### config.mk
export PLATFORM = sky130hd
export DESIGN_NAME = freq_meter
export DESIGN_NICKNAME = d
export VERILOG_FILES = /design/src/rtl/freq_meter_pkg.sv /design/src/rtl/freq_meter_sync_edge_det.sv /design/src/rtl/freq_meter.sv
export SDC_FILE = /design/constraint.sdc
export NUM_CORES = 1
export LEC_CHECK = 0
export CORE_ASPECT_RATIO = 0.8
export CORE_UTILIZATION = 55
export DETAILED_ROUTE_END_ITERATION = 6
export PLACE_DENSITY = 0.78
export SLEW_MARGIN = 30
export SYNTH_ARGS = -nofsm -noshare
export SYNTH_HDL_FRONTEND = slang
export SYNTH_HIERARCHICAL = 1
export SYNTH_SLANG_ARGS = --single-unit
### constraint.sdc
create_clock -name clk_in -period 2.3 [get_ports clk_in]
set_clock_uncertainty 0.05 [all_clocks]
set_input_delay 0.46 -clock clk_in [delete_from_list [all_inputs] [get_ports clk_in]]
set_output_delay 0.46 -clock clk_in [all_outputs]
set_load 0.05 [all_outputs]
### src/rtl/freq_meter_pkg.sv
`default_nettype none
// ============================================================================
// Module      : freq_meter_pkg
// Description : Shared FSM encoding and gate-window helpers for freq_meter.
// Revision    : 1.0 - initial release
// ============================================================================
package freq_meter_pkg;

    localparam logic [0:0] ST_IDLE    = 1'b0;
    localparam logic [0:0] ST_MEASURE = 1'b1;

    localparam int GATE_BITS_DEF = 8;
    localparam int GATE_LAST     = (1 << GATE_BITS_DEF) - 1;
    localparam int SYNC_MIN      = 2;

    // Terminal gate count for an arbitrary window width.
    function automatic int gate_last(input int gate_bits);
        return (1 << gate_bits) - 1;
    endfunction

endpackage
`default_nettype wire

### src/rtl/freq_meter_sync_edge_det.sv
`default_nettype none
// ============================================================================
// Module      : sync_edge_det
// Description : Multi-stage synchroniser followed by a rising-edge detector.
// Revision    : 1.0 - initial release
// ============================================================================
module sync_edge_det
    import freq_meter_pkg::*;
#(
    parameter int SYNC_STAGES = 2
) (
    input  logic clk_in,
    input  logic rst_in,
    input  logic sig_in,
    output logic rise
);

    // Chains shorter than two flops are not metastability-safe.
    localparam int STAGES = (SYNC_STAGES < SYNC_MIN) ? SYNC_MIN : SYNC_STAGES;

    logic [STAGES-1:0] sync_chain;
    logic              sync_dly;

    always_ff @(posedge clk_in or posedge rst_in) begin
        if (rst_in) begin
            sync_chain <= '0;
            sync_dly   <= 1'b0;
        end else begin
            sync_chain <= {sync_chain[STAGES-2:0], sig_in};
            sync_dly   <= sync_chain[STAGES-1];
        end
    end

    assign rise = sync_chain[STAGES-1] & ~sync_dly;

endmodule
`default_nettype wire

### src/rtl/freq_meter.sv
`default_nettype none
// ============================================================================
// Module      : freq_meter
// Description : Counts rising edges of sig_in over a 2^GATE_BITS cycle window.
// Revision    : 1.0 - initial release
// ============================================================================
module freq_meter
    import freq_meter_pkg::*;
#(
    parameter int GATE_BITS   = 8,
    parameter int CNT_BITS    = 8,
    parameter int SYNC_STAGES = 2
) (
    input  logic                clk_in,
    input  logic                rst_in,
    input  logic                sig_in,
    input  logic                start_in,
    input  logic                cont_in,
    output logic [CNT_BITS-1:0] count_out,
    output logic                valid_out,
    output logic                ovf_out,
    output logic                busy_out
);

    localparam logic [GATE_BITS-1:0] LAST = GATE_BITS'(gate_last(GATE_BITS));

    logic                 rise;
    logic [0:0]           state;
    logic [GATE_BITS-1:0] gate_cnt;
    logic [CNT_BITS-1:0]  edge_cnt;
    logic [CNT_BITS-1:0]  edge_next;
    logic                 ovf_flag;
    logic                 ovf_next;
    logic                 terminal;

    sync_edge_det #(
        .SYNC_STAGES (SYNC_STAGES)
    ) u_sync_edge_det (
        .clk_in (clk_in),
        .rst_in (rst_in),
        .sig_in (sig_in),
        .rise   (rise)
    );

    // Saturating edge count; a blocked increment marks the window as overflowed.
    always_comb begin
        edge_next = edge_cnt;
        ovf_next  = ovf_flag;
        if (rise) begin
            if (&edge_cnt) begin
                ovf_next = 1'b1;
            end else begin
                edge_next = edge_cnt + 1'b1;
            end
        end
    end

    assign terminal = (gate_cnt == LAST);

    always_ff @(posedge clk_in or posedge rst_in) begin
        if (rst_in) begin
            state     <= ST_IDLE;
            gate_cnt  <= '0;
            edge_cnt  <= '0;
            ovf_flag  <= 1'b0;
            count_out <= '0;
            valid_out <= 1'b0;
            ovf_out   <= 1'b0;
            busy_out  <= 1'b0;
        end else begin
            valid_out <= 1'b0;
            case (state)
                ST_IDLE: begin
                    if (start_in || cont_in) begin
                        state    <= ST_MEASURE;
                        busy_out <= 1'b1;
                        gate_cnt <= '0;
                        edge_cnt <= '0;
                        ovf_flag <= 1'b0;
                    end
                end
                ST_MEASURE: begin
                    if (terminal) begin
                        count_out <= edge_next;
                        ovf_out   <= ovf_next;
                        valid_out <= 1'b1;
                        gate_cnt  <= '0;
                        edge_cnt  <= '0;
                        ovf_flag  <= 1'b0;
                        // Continuous mode re-arms with no dead cycle.
                        if (!cont_in) begin
                            state    <= ST_IDLE;
                            busy_out <= 1'b0;
                        end
                    end else begin
                        gate_cnt <= gate_cnt + 1'b1;
                        edge_cnt <= edge_next;
                        ovf_flag <= ovf_next;
                    end
                end
                default: begin
                    state    <= ST_IDLE;
                    busy_out <= 1'b0;
                end
            endcase
        end
    end

endmodule
`default_nettype wire

==> summary.txt, run 1 <==
Clocking
  – Clock Sinks: 32
  – Clock latency on the worst-skew pair: 340 ps
  – CTS Buffer Depth: 2
  – TritonCTS buffer count: 5
  – TritonCTS clock tree: built
  – Root Buffer: clkbuf_4
  – H-tree depth: 2
  – CTS clk-pin slew, worst paths: 90 ps
  – Number of gates resized after cts: 0
  – Post-CTS Setup Repair Bufs: 0
  – Hold_buf cts: 0

Logic synthesis
  – Mapped Avg Cell Area: 9.55 sq um
  – Synth unique cells: 31
  – Synth Instances: 159
  – Warnings from Yosys: 6
  – Mux cell area share after synthesis: 1.98%
  – Post-Synth XOR/XNOR Area: 2.31%
  – Syn_nets: 166
  – Adder-Cell Fraction of Synth Area: 1.65%
  – Largest family of logic cells by synthesized area: simple AND/OR/NAND/NOR gates
  – #FFs+latches synth: 32
  – Sequential fraction of the synthesis area: 52.8%
  – Synth Area in Compound Gates: 17.5%
  – Syn Std Cell Area: 0.00152 sq mm
  – Simple-Gate Fraction of Synth Area: 19.5%

Setup path
  – Critical path arrival: 2230 ps
  – Crit path max fanout: 20
  – CP max stage delay: 680 ps
  – Crit end category: flip-flop
  – Worst Path Required: 2500 ps
  – Type of origin of the critical path: flip-flop
  – Worst-path cell chain: ha_1, nand4_1, or3_1, o31ai_2
  – Worst r2r path cells: 4
  – Slowest CP cell: or3_1
  – WS Path Type: reg -> reg

Power and ir drop
  – PwrDens: 1030 mW/mm^2
  – Combinational share of power: 37.7%
  – Clock network power share: 16.2%
  – Part of the power in registers: 46.1%
  – Net Sw Frac: 40.7%
  – Lkg Pwr: 0.782 nW
  – Peak supply drop: 0.625 mV
  – Psw: 0.732 mW
  – P_int: 1.07 mW

Timing
  – Max Slew Vio Count: 0
  – Fmax: 493 MHz
  – Final Cycle Share: 88.2%
  – RSZ-0062 raised after global routing: false
  – Final min period: 2030 ps
  – Setup Total Neg Slack: 0 ps
  – Setup Viol. Count Final: 0
  – Pin slew with the least headroom to its limit: 603 ps
  – Fin Hold WS: 272 ps
  – Final Hold Viols: 0
  – Setup ws final: 272 ps
  – Relative slew slack: 59.8%

Detailed routing
  – WL per Instance: 14.0 microns
  – Routed WL: 3010 microns
  – Vias: 1,239
  – Post-DRT Antenna Nets: 0
  – Post-DR vias/cell: 5.76
  – Drt initial violations: 137
  – Drt first pass iters: 4
  – DRC viols: 0

GRT
  – Number of global-route vias before repair: 1,221
  – Global route total overflow: 0
  – Pin count of the biggest net entering global routing: 30
  – First-pass GRT wire length: 5290 microns
  – Total track usage: 24.7%
  – Antenna violations before repair: 0

Die
  – Initial core utilization: 60.2%
  – CORE AREA: 0.00252 sq mm
  – I/O Pins: 16
  – Die Span X: 60.7 microns
  – Std-Cell Rows: 16
  – DIE AREA: 0.00297 sq mm
  – Die Y: 49.0 microns

Place
  – DP HPWL: 2150 microns
  – Pre-CTS setup slack: 267 ps
  – GPL Wtd Cong: 0.822
  – PortBufs: 15

Layout
  – Post-layout nets: 186
  – Final core utilization: 69.3%
  – Antenna cells: 0
  – Share of cells above drive strength 1: 6.70%
  – Area grow syn2layout: 15.3%

Run
  – Max Cap Viol: 0

Worst hold path
  – Worst min-delay path category: in -> async

Status
  – Status: finished, final reports clean
==> placed cells by master (no fill, tap or decap) <==
cell and n:
nor2b_4 1, and3_1 2, inv_1 9, nand2_1 20, or4b_1 1, dfrtp_1 32
xor2_1 1, a21o_1 2, o21ai_1 2, xnor2_1 3, or3_1 6, nor3_2 1
nand3_1 9, a31oi_1 4, a211oi_1 1, clkdlybuf4s50_1 15, clkbuf_1 1, ha_1 2
nand4_1 5, o21ai_0 22, mux2i_1 3, clkbuf_4 5, o21a_1 1, nor2_1 8
a22o_1 1, and4_1 2, a21oi_1 12, o31ai_2 1, nand2b_1 2, buf_4 3
o2bb2ai_1 1, clkinv_2 1
==> flip-flops by register name, indices dropped and copies added, names as in the netlist <==
name                        cells
count_out                       8
edge_cnt                        8
gate_cnt                        8
u_sync_edge_det/sync_chain      2
busy_out                        1
ovf_flag                        1
ovf_out                         1
state                           1
u_sync_edge_det/sync_dly        1
valid_out                       1
==> worst paths after layout <==
| check | startpoint | end | slack, ps |
|---|---|---|---|
| max | gate_cnt[0] | count_out[5] | 270 |
| max reg2reg | gate_cnt[0] | count_out[5] | 270 |
| min | rst_in | u_sync_edge_det/sync_dly | 270 |
| min reg2reg | u_sync_edge_det/sync_chain[0] | u_sync_edge_det/sync_chain[1] | 310 |
| max in group asynchronous | rst_in | count_out[2] | 1450 |
| min in group clk_in | u_sync_edge_det/sync_chain[0] | u_sync_edge_det/sync_chain[1] | 310 |
==> cell families after synthesis <==
| group | Yosys count |
|---|---|
| compound gates | 47 |
| mux | 3 |
| fa+ha+maj | 2 |
| xor+xnor | 4 |
| flops | 32 |
| buf+inv | 14 |
| simple gates | 57 |
==> power by group through the flow <==
stage	clock, mW	combinational (mW)	sequential [mW]
2_1_floorplan	0	0.205	1.09
3_3_place_gp	0	0.670	0.830
3_5_place_dp	0	0.683	0.841
4_1_cts	0.301	0.685	0.829
5_1_grt	0.323	0.740	0.852
6_report	0.291	0.679	0.829
==> metal layers <==
metal	global-route usage (%)	up-vias	share of wire, %
met5	0	-	0
met4	11.7	0	1.1
met3	7.96	4	5.9
met2	36.3	38	47
met1	32.7	591	46
li1	-	606	-
==> synthesized netlist by cell type, drive strengths merged <==
cell type	number	area share, %
and4	2	1.2
o21a	1	0.49
xor2	1	0.58
and3	2	0.82
nor2b	1	0.91
or4b	1	0.66
inv	9	2.2
nand2	20	4.9
o31ai	1	0.82
a31oi	4	1.6
buf	4	1.9
clkbuf	1	0.25
a211oi	1	0.49
mux2i	3	2.0
dfrtp	32	53
a21oi	12	4.0
a21o	2	0.99
o21ai	24	7.9
xnor2	3	1.7
o2bb2ai	1	0.58
ha	2	1.6
nor2	8	2.0
or3	6	2.5
nand3	9	3.0
nor3	1	0.66
nand2b	2	0.82
nand4	5	2.1
a22o	1	0.58
==> metrics by stage <==
step	cells	area, sq um	total power [mW]
2_1_floorplan	159	1520	1.29
3_3_place_gp	208	1700	1.50
3_5_place_dp	208	1700	1.52
4_1_cts	215	1750	1.82
5_1_grt	215	1750	1.91
6_report	215	1750	1.80
==> final cells by class <==
type	instances	area, sq um
Sequential cell	32	801
Fill cell	218	773
Multi-Input combinational cell	113	651
Timing Repair Buffer	18	173
Tap cell	36	45.0
Clock buffer	6	41.3
Inverter	9	33.8
Clock inverter	1	5.00
==> worst max-delay path: cells and delay by family, from the launching register on <==
family,cells,cell delay [ps]
AO/OA/AOI/OAI,1,340
AND/OR/NAND/NOR,2,860
flip-flops,1,410
adder cells (fa/ha/maj),1,280
Note: power is estimated with default switching activity, not from simulation.
==> inputs of run 2 (changes only) <==
--- a/config.mk
+++ b/config.mk
@@ -9,7 +9,7 @@
 export CORE_UTILIZATION = 55
 export DETAILED_ROUTE_END_ITERATION = 6
 export PLACE_DENSITY = 0.78
-export SLEW_MARGIN = 30
+export SLEW_MARGIN = 15
 export SYNTH_ARGS = -nofsm -noshare
 export SYNTH_HDL_FRONTEND = slang
 export SYNTH_HIERARCHICAL = 1
==> results of run 2 <==
Final layout, timing and power as in run 1 (identical DEF).
==> inputs of run 3 (changes only) <==
--- a/config.mk
+++ b/config.mk
@@ -6,9 +6,8 @@
 export NUM_CORES = 1
 export LEC_CHECK = 0
 export CORE_ASPECT_RATIO = 0.8
-export CORE_UTILIZATION = 55
+export CORE_UTILIZATION = 35
 export DETAILED_ROUTE_END_ITERATION = 6
-export PLACE_DENSITY = 0.78
 export SLEW_MARGIN = 15
 export SYNTH_ARGS = -nofsm -noshare
 export SYNTH_HDL_FRONTEND = slang
==> summary.txt, run 3 (synthesized netlist as in run 1, its figures left out) <==
Detailed routing
  – Post-DRT Antenna Nets: 0 (unchanged)
  – Drt initial violations: 124 (-9.5%)
  – Vias: 1,198 (-3.3%)
  – DRC viols: 0 (unchanged)
  – Drt first pass iters: 4 (unchanged)
  – WL per Instance: 12.4 microns (-11%)
  – Post-DR vias/cell: 5.03 (-13%)
  – Routed WL: 2960 microns (-1.8%)

Layout
  – Top flop regs: count_out x8, edge_cnt x8, gate_cnt x8
  – Post-layout nets: 187 (+0.54%)
  – Final core utilization: 44.6% (-25 points)
  – Commonest non-fill, non-tap cells in the layout: 32 x dfrtp_1, 22 x o21ai_0, 20 x nand2_1
  – Antenna cells: 0 (unchanged)
  – Commonest non-fill, non-tap cell in the layout: dfrtp_1
  – Share of cells above drive strength 1: 8.29% (+1.6 points)
  – Area grow syn2layout: 22.8%
  – Filler instances: 393 (+80%)

Place
  – PortBufs: 15 (unchanged)
  – GPL Wtd Cong: 0.882 (+7.4%)
  – DP HPWL: 2130 microns (-1.3%)

Clocking
  – Hold_buf cts: 0 (unchanged)
  – Post-CTS Setup Repair Bufs: 0 (unchanged)
  – CTS Buffer Depth: 2 (unchanged)
  – Clock latency on the worst-skew pair: 290 ps (-50 ps)
  – Number of gates resized after cts: 0 (unchanged)
  – CTS clk-pin slew, worst paths: 70 ps (-20 ps)
  – Clock Sinks: 32 (unchanged)
  – TritonCTS clock tree: built
  – TritonCTS buffer count: 5 (unchanged)
  – H-tree depth: 2 (unchanged)
  – Root Buffer: clkbuf_8

Timing
  – Fmax: 512 MHz (+3.9%)
  – Setup Total Neg Slack: 0 ps (unchanged)
  – Fin Hold WS: 300 ps (+27.4 ps)
  – Max Slew Vio Count: 0 (unchanged)
  – Final Hold Viols: 0 (unchanged)
  – Setup Viol. Count Final: 0 (unchanged)
  – Pin slew with the least headroom to its limit: 596 ps (-7.19 ps)
  – Relative slew slack: 60.3% (+0.48 points)
  – RSZ-0062 raised after global routing: false
  – Final Cycle Share: 84.9% (-3.3 points)
  – Final min period: 1950 ps (-75.8 ps)

Die
  – DIE AREA: 0.00461 sq mm (+55%)
  – I/O Pins: 16 (unchanged)
  – Die Y: 60.9 microns (+24%)
  – Die Span X: 75.6 microns (+25%)
  – CORE AREA: 0.00418 sq mm (+66%)
  – Std-Cell Rows: 21 (+5)
  – Initial core utilization: 36.3% (-24 points)

Setup path
  – Critical path arrival: 2100 ps (-130 ps)
  – Crit end category: flip-flop
  – WS Path Type: reg -> reg
  – Worst Path Required: 2450 ps (-50 ps)
  – Crit path max fanout: 20 (unchanged)
  – Type of origin of the critical path: flip-flop

Worst hold path
  – Worst min-delay path category: reg -> reg

Power and ir drop
  – Peak supply drop: 0.471 mV (-25%)
  – Final total power: 2.09 mW (+16%)
  – PwrDens: 1120 mW/mm^2 (+9.2%)
  – Lkg Pwr: 0.824 nW (+5.3%)

GRT
  – Pin count of the biggest net entering global routing: 30 (unchanged)
  – Total track usage: 14.8% (-9.8 points)
  – Global route total overflow: 0 (unchanged)
  – First-pass GRT wire length: 4960 microns (-6.1%)
  – Number of global-route vias before repair: 1,083 (-11%)
  – Antenna violations before repair: 0 (unchanged)

Run
  – Max Cap Viol: 0 (unchanged)

Status
  – Status: finished, final reports clean
[run 3: path summary, 6_finish.rpt]
path / start / endpoint / slack, ps / cells past startpoint
setup / recovery: gate_cnt[0] / count_out[5] / 350 / 4
hold / removal: u_sync_edge_det/sync_chain[0] / u_sync_edge_det/sync_chain[1] / 300 / 0
setup reg to reg: gate_cnt[0] / count_out[5] / 350 / 4
hold reg to reg: u_sync_edge_det/sync_chain[0] / u_sync_edge_det/sync_chain[1] / 300 / 0
max in group asynchronous: rst_in / gate_cnt[2] / 1410 / 3
min in group asynchronous: rst_in / u_sync_edge_det/sync_dly / 320 / 2
[run 3: worst max-delay path, cell delays in order, from the launching register on]
cell     delay [ps]
dfrtp_1         400
ha_1            270
nand4_1         150
or3_1           670
o31ai_2         330
[run 3: power breakdown]
| group | total, mW | switching (mW) | internal (mW) |
|---|---|---|---|
| clock | 0.584 | 0.202 | 0.382 |
| sequential | 0.834 | 0.127 | 0.707 |
| combinational | 0.674 | 0.425 | 0.249 |
| total | 2.09 | 0.754 | 1.34 |
[run 3: area by class of cell]
type                            count  area, sq um  area share, %
Sequential cell                    32          801           43.0
Multi-Input combinational cell    113          651           34.9
Timing Repair Buffer               19          180           9.67
Clock buffer                        7         96.3           5.17
Tap cell                           57         71.3           3.83
Inverter                            9         33.8           1.81
Clock inverter                      1         30.0           1.61
[run 3: through the flow]
stage               cells  instance area, sq um  setup slack (ps)
floorplan             159                  1520               681
CTS                   238                  1860               340
finish                238                  1860               348
detailed placement    230                  1740               292
global placement      230                  1740               336
global route          238                  1860               184
[run 3: routing by layer]
metal	up-vias	wire [microns]	track usage [%]
li1	606	-	-
met1	564	1510	19.0
met2	22	1290	22.3
met3	6	108	4.98
met4	0	42	7.94
met5	-	0	0
